## config.mk

```make
export PLATFORM = sky130hd
export DESIGN_NAME = mem_port_arbiter
export DESIGN_NICKNAME = d
export VERILOG_FILES = /design/src/rtl/mem_arb_pkg.sv /design/src/rtl/mem_arb_starve_ctr.sv /design/src/rtl/mem_port_arbiter.sv
export SDC_FILE = /design/constraint.sdc
export NUM_CORES = 1
export LEC_CHECK = 0
export BUFFER_PORTS_ARGS = -buffer_cell sky130_fd_sc_hd__buf_2
export CAP_MARGIN = 40
export CORE_AREA = 2 2 103 105
export DETAILED_ROUTE_END_ITERATION = 8
export DIE_AREA = 0 0 105 107
export HOLD_SLACK_MARGIN = 0.06
export PLACE_DENSITY_LB_ADDON = 0.15
export SLEW_MARGIN = 20
export SYNTH_ARGS = -nofsm -noshare
export SYNTH_HDL_FRONTEND = slang
export SYNTH_SLANG_ARGS = --single-unit
```

## constraint.sdc

```tcl
create_clock -name clk -period 1.7 [get_ports clk]
set_input_delay 0.085 -clock clk [delete_from_list [all_inputs] [get_ports clk]]
set_output_delay 0.085 -clock clk [all_outputs]
set_load 0.01 [all_outputs]
```

## src/rtl/mem_arb_pkg.sv

```systemverilog
// Shared types for the fetch / data memory port arbiter.
package mem_arb_pkg;

    // Arbiter sequencing state: idle, or waiting on an access owned by IF or D.
    typedef enum logic [1:0] {
        ARB_IDLE    = 2'd0,
        ARB_IF_WAIT = 2'd1,
        ARB_D_WAIT  = 2'd2
    } arb_state_t;

    // Which requester drives the memory port in a grant cycle.
    typedef enum logic {
        GNT_IF = 1'b0,
        GNT_D  = 1'b1
    } arb_gnt_t;

    // Counter width able to hold the value max_val.
    function automatic int cnt_width(input int max_val);
        return (max_val < 1) ? 1 : $clog2(max_val + 1);
    endfunction

endpackage

```

## src/rtl/mem_arb_starve_ctr.sv

```systemverilog
// Saturating count of consecutive data grants taken while fetch was waiting.
module mem_arb_starve_ctr
    import mem_arb_pkg::*;
#(
    parameter int MAX = 4
) (
    input  logic clk,
    input  logic rst,
    input  logic inc,
    input  logic clr,
    output logic at_max
);

    localparam int CW = cnt_width(MAX);
    localparam logic [CW-1:0] CNT_MAX = CW'(MAX);

    logic [CW-1:0] cnt;

    // Clear wins over increment; the count parks at MAX until fetch gets a turn.
    always_ff @(posedge clk or posedge rst) begin
        if (rst) begin
            cnt <= '0;
        end else if (clr) begin
            cnt <= '0;
        end else if (inc && (cnt != CNT_MAX)) begin
            cnt <= cnt + CW'(1);
        end
    end

    assign at_max = (cnt == CNT_MAX);

endmodule

```

## src/rtl/mem_port_arbiter.sv

```systemverilog
// Single-port memory arbiter between instruction fetch (IF) and the data port (D).
// One access in flight at a time; the response returns MEM_LAT cycles after the
// grant, and a fresh grant can only happen on the cycle after the response.
//
//   state       | meaning
//   ------------+-------------------------------------------------------------
//   ARB_IDLE    | no access in flight; a grant (mem_en) may be issued this cycle
//   ARB_IF_WAIT | fetch access in flight; lat_cnt==0 marks the response cycle
//   ARB_D_WAIT  | data access in flight; lat_cnt==0 marks the response cycle
module mem_port_arbiter
    import mem_arb_pkg::*;
#(
    parameter int ADDR_W     = 32,
    parameter int DATA_W     = 32,
    parameter int MEM_LAT    = 1,
    parameter int STARVE_MAX = 4
) (
    input  logic              clk,
    input  logic              rst,
    input  logic              if_req,
    input  logic [ADDR_W-1:0] if_addr,
    input  logic              if_flush,
    output logic              if_valid,
    output logic [DATA_W-1:0] if_rdata,
    input  logic              d_req,
    input  logic              d_we,
    input  logic [ADDR_W-1:0] d_addr,
    input  logic [DATA_W-1:0] d_wdata,
    output logic              d_valid,
    output logic [DATA_W-1:0] d_rdata,
    output logic              mem_en,
    output logic              mem_we,
    output logic [ADDR_W-1:0] mem_addr,
    output logic [DATA_W-1:0] mem_wdata,
    input  logic [DATA_W-1:0] mem_rdata,
    output logic              stall_pc,
    output logic              stall_mem
);

    localparam int LAT_W = cnt_width(MEM_LAT);
    localparam logic [LAT_W-1:0] LAT_LOAD = LAT_W'(MEM_LAT - 1);

    arb_state_t        state;
    logic [LAT_W-1:0]  lat_cnt;
    logic              drop;

    logic              is_idle;
    logic              resp_now;
    logic              if_ok;
    logic              starve_at_max;
    logic              gnt_d;
    logic              gnt_if;
    arb_gnt_t          gnt_sel;
    logic              starve_inc;
    logic              starve_clr;

    assign is_idle  = (state == ARB_IDLE);
    assign resp_now = !is_idle && (lat_cnt == '0);
    assign if_ok    = if_req && !if_flush;

    // Grant decision: D normally wins, but yields once fetch has been passed over
    // STARVE_MAX times in a row. Nothing is launched while reset is held.
    always_comb begin
        gnt_d   = 1'b0;
        gnt_if  = 1'b0;
        gnt_sel = GNT_IF;
        if (is_idle && !rst) begin
            if (d_req && !(if_ok && starve_at_max)) begin
                gnt_d   = 1'b1;
                gnt_sel = GNT_D;
            end else if (if_ok) begin
                gnt_if  = 1'b1;
            end
        end
    end

    assign starve_inc = gnt_d && if_req;
    assign starve_clr = gnt_if || (is_idle && !if_req);

    mem_arb_starve_ctr #(
        .MAX (STARVE_MAX)
    ) u_starve_ctr (
        .clk    (clk),
        .rst    (rst),
        .inc    (starve_inc),
        .clr    (starve_clr),
        .at_max (starve_at_max)
    );

    // Sequencer: load the latency timer on a grant, count it down, return to idle
    // in the response cycle. A flush while a fetch is in flight marks it dropped.
    always_ff @(posedge clk or posedge rst) begin
        if (rst) begin
            state   <= ARB_IDLE;
            lat_cnt <= '0;
            drop    <= 1'b0;
        end else begin
            case (state)
                ARB_IDLE: begin
                    drop <= 1'b0;
                    if (gnt_d) begin
                        state   <= ARB_D_WAIT;
                        lat_cnt <= LAT_LOAD;
                    end else if (gnt_if) begin
                        state   <= ARB_IF_WAIT;
                        lat_cnt <= LAT_LOAD;
                    end
                end
                ARB_IF_WAIT: begin
                    if (lat_cnt == '0) begin
                        state <= ARB_IDLE;
                        drop  <= 1'b0;
                    end else begin
                        lat_cnt <= lat_cnt - LAT_W'(1);
                        if (if_flush) begin
                            drop <= 1'b1;
                        end
                    end
                end
                ARB_D_WAIT: begin
                    if (lat_cnt == '0) begin
                        state <= ARB_IDLE;
                    end else begin
                        lat_cnt <= lat_cnt - LAT_W'(1);
                    end
                end
                default: begin
                    state   <= ARB_IDLE;
                    lat_cnt <= '0;
                    drop    <= 1'b0;
                end
            endcase
        end
    end

    // Memory port is driven only in the grant cycle and is zero otherwise.
    always_comb begin
        mem_en    = gnt_d || gnt_if;
        mem_we    = 1'b0;
        mem_addr  = '0;
        mem_wdata = '0;
        if (mem_en) begin
            if (gnt_sel == GNT_D) begin
                mem_we    = d_we;
                mem_addr  = d_addr;
                mem_wdata = d_wdata;
            end else begin
                mem_addr  = if_addr;
            end
        end
    end

    // Response: a flush in the response cycle itself also kills the fetch data.
    always_comb begin
        if_valid = resp_now && (state == ARB_IF_WAIT) && !drop && !if_flush;
        d_valid  = resp_now && (state == ARB_D_WAIT);
        if_rdata = if_valid ? mem_rdata : '0;
        d_rdata  = d_valid  ? mem_rdata : '0;
    end

    // Pipeline stalls: a requester waits until its response pulse; quiet in reset.
    always_comb begin
        stall_pc  = !rst && if_req && !if_valid;
        stall_mem = !rst && d_req  && !d_valid;
    end

endmodule

```

==> results by group <==
Global routing
  – GR met1 Demand/Resource: 16.10%
  – Vias in the first global route: 2446
  – Initial antenna violation count: 0
  – Busiest metal layer after global routing: met2
  – First-pass GRT wire length: 12630 um
  – GR Util All Layers: ~14%
  – Largest net degree at the start of global routing: 35
  – M2 GR Usage: 25.88%
  – Met3 usage: just over 3%
  – GRT overflow: 0

Critical path
  – Worst setup EP type: primary output
  – CP max FO: 33
  – CP arrival: around 1.6 ns
  – Crit path kind: flop to primary output
  – Startpoint Class: flop
  – Worst EP required: roughly 1.6 ns

Route
  – WL final: 9045 um
  – Wire per inst: approximately 14 um
  – Vias: between 2000 and 3000
  – DR pass1 iterations: 4
  – Drt via density: roughly 4.3
  – Remaining DRCs: 0
  – Iter 0 DRT Violations: between 100 and 150
  – Post-route ant nets: 0

Floorplan
  – Die ar.: roughly 0.011 mm2
  – Starting Density: between 10% and 20%
  – Chip Height: around 110 um
  – Number of cell rows: 37
  – I/O pin count: 268
  – Core area: roughly 0.010 mm2
  – Die width: 105 um

Clock tree
  – CTS tree: built
  – CTS Buf Count: 3
  – CTS sink cnt: 5
  – H-tree Lvls: 1
  – Later-pin clock latency in the skew report: approximately 0.23 ns
  – Reg clk slew, reported paths: 0.04 ns
  – Clock buffer depth: 2
  – CTS Root Cell: clkbuf_8

STA
  – Hold_ws: between 0.2 and 0.3 ns
  – Min cycle time layout: approximately 1.7 ns
  – Slew margin rel.: 75.03%
  – Final worst-path cycle share: between 90% and 100%
  – Final setup TNS: 0 ns
  – Max Fclk: between 0.5 and 0.6 GHz
  – Setup violations, final: 0
  – Final Hold Vio Count: 0
  – Final Max Tran Viols: 0
  – Clock Skews: around 0.00022 ns
  – Worst-margin pin slew: between 0.3 and 0.4 ns
  – Unrepaired setup endpoints after global routing: yes

Pwr
  – Final Power: between 1 and 1.5 mW
  – Pwr dens: between 300 and 400 mW/mm2
  – Leakage power: between 2 and 2.5 nW
  – Max IR drop VDD: approximately 0.00022 V

Logic synthesis
  – Warnings, synthesis: 0
  – Syn Nets: about 400
  – Unique cell type count in the Yosys netlist: 31
  – Post-Syn Instances: between 200 and 300
  – Syn_area_per_cell: 6.683 um2
  – Synth top area cells: and2_1 (24%), nand3_1 (19%), and2_4 (15%)
  – Yosys top cell by area: and2_1
  – Number of synthesized register bits: 5
  – Mapped Area: 0.001744 mm2
  – Seq/Total Area, Yosys: under 10%
  – Yosys top cell area share: approximately a quarter

Run
  – Max capacitance violation total: 0

Cells and area
  – Antenna cells: 0
  – Area of the multi-input gates: roughly 0.0015 mm2
  – Area grow syn2layout: 98.78%
  – Commonest non-fill, non-tap cell in the layout: buf_2
  – Post-layout net count: 660
  – Commonest non-fill, non-tap cells in the layout: buf_2 (261), and2_1 (68), nand3_1 (65)
  – # fillers: between 1000 and 1500
  – Final std cells w/o fill: about 660
  – Reg area: around 130 um2
  – Layout cells sized above 1: approximately two thirds

Place
  – DP HPWL: slightly below 7000 um
  – PortBufs: 267
  – Placed insts: 645
  – GP Congestion: 0.8270

Min path
  – Worst Hold Class: primary input to flop

Run status
  – Outcome: finished clean
## final timing paths
kind,from,endpoint,slack (ns),cells after the start
min in group asynchronous,rst,state[1],0.41,3
max in group asynchronous,rst,state[0],1.10,3
worst min register to register,u_starve_ctr.cnt[2],u_starve_ctr.cnt[2],0.65,2
worst max register to register,u_starve_ctr.cnt[0],u_starve_ctr.cnt[2],0.24,6
worst min-delay path,if_flush,u_starve_ctr.cnt[0],0.27,3
worst max-delay path,state[1],mem_addr[18],0.02,4
## synth_stat cells
master,number
nor4b_2,1
a211o_1,1
and2_1,68
and2b_1,1
a21boi_0,1
a21bo_1,1
a2bb2oi_1,1
and2_4,29
a31oi_1,1
or3_1,1
o21ai_1,2
a21oi_2,10
inv_1,4
o211ai_1,1
ha_1,2
clkbuf_1,8
buf_4,2
and3_1,2
buf_2,15
nor2b_1,3
buf_6,4
nor2_1,2
dfrtp_1,5
nand3_1,65
or2_1,1
nor3b_1,2
nor3_2,1
o31ai_1,1
a21oi_1,24
nor3b_2,1
nand4b_4,1
## kinds of logic (layout without fill, tap and decap cells)
logic type	count (synthesis)	after routing	synth area share [%]
fa+ha+maj	2	2	1.434
compound gates	43	43	15.71
buf+inv	33	294	10.33
flops	5	5	7.174
simple gates	178	179	65.35
## area by class of cell
class                   instances  share of cell area, %
repair buffers                286                  46.12
multi-input cells             224                  43.56
well taps                     136                  4.908
flip-flops and latches          5                  3.681
clock buffers                   4                  1.299
inverters                       4                 0.4331
## where the power goes
| part | total [mW] | internal [mW] | switching, mW |
|---|---|---|---|
| Clock | 0.229 | 0.162 | 0.0677 |
| Combinational | 0.736 | 0.381 | 0.355 |
| Sequential | 0.140 | 0.129 | 0.0110 |
## critical path, stage by stage, from the launching register on
cell and delay (ns):
dfrtp_2 0.44, or3_4 0.41, buf_12 0.18, a21oi_1 0.15, buf_2 0.15
## state kept, by name, indices dropped and copies added (netlist names)
name and cells:
u_starve_ctr.cnt 3, state 2
## per-stage QoR
step	utilization [%]	area, um2	setup slack, ns
after detailed placement	32.09	3238	0.1124
after floorplan	-	1744	0.2179
final	34.35	3467	0.02409
after global placement	32.09	3238	0.1277
after global routing	34.35	3467	-0.08057
after CTS	33.16	3347	0.001448
## timing repair
| action | in CTS | in global routing |
|---|---|---|
| setup endpoints to repair | 65 | 65 |
| cloned | 0 | 2 |
| pin swaps | 2 | 28 |
| gates resized for setup | 7 | 17 |
| endpoints found under the hold margin | 5 | 0 |
| setup buffers | 4 | 4 |
| hold buffers | 1 | 0 |
## per-layer routing
layer,wire [um],vias to the layer above
met1,3561,1278
met4,52,0
li1,-,1404
met3,638,4
met2,4792,130
met5,0,-
(Power assumes the default switching activity.)
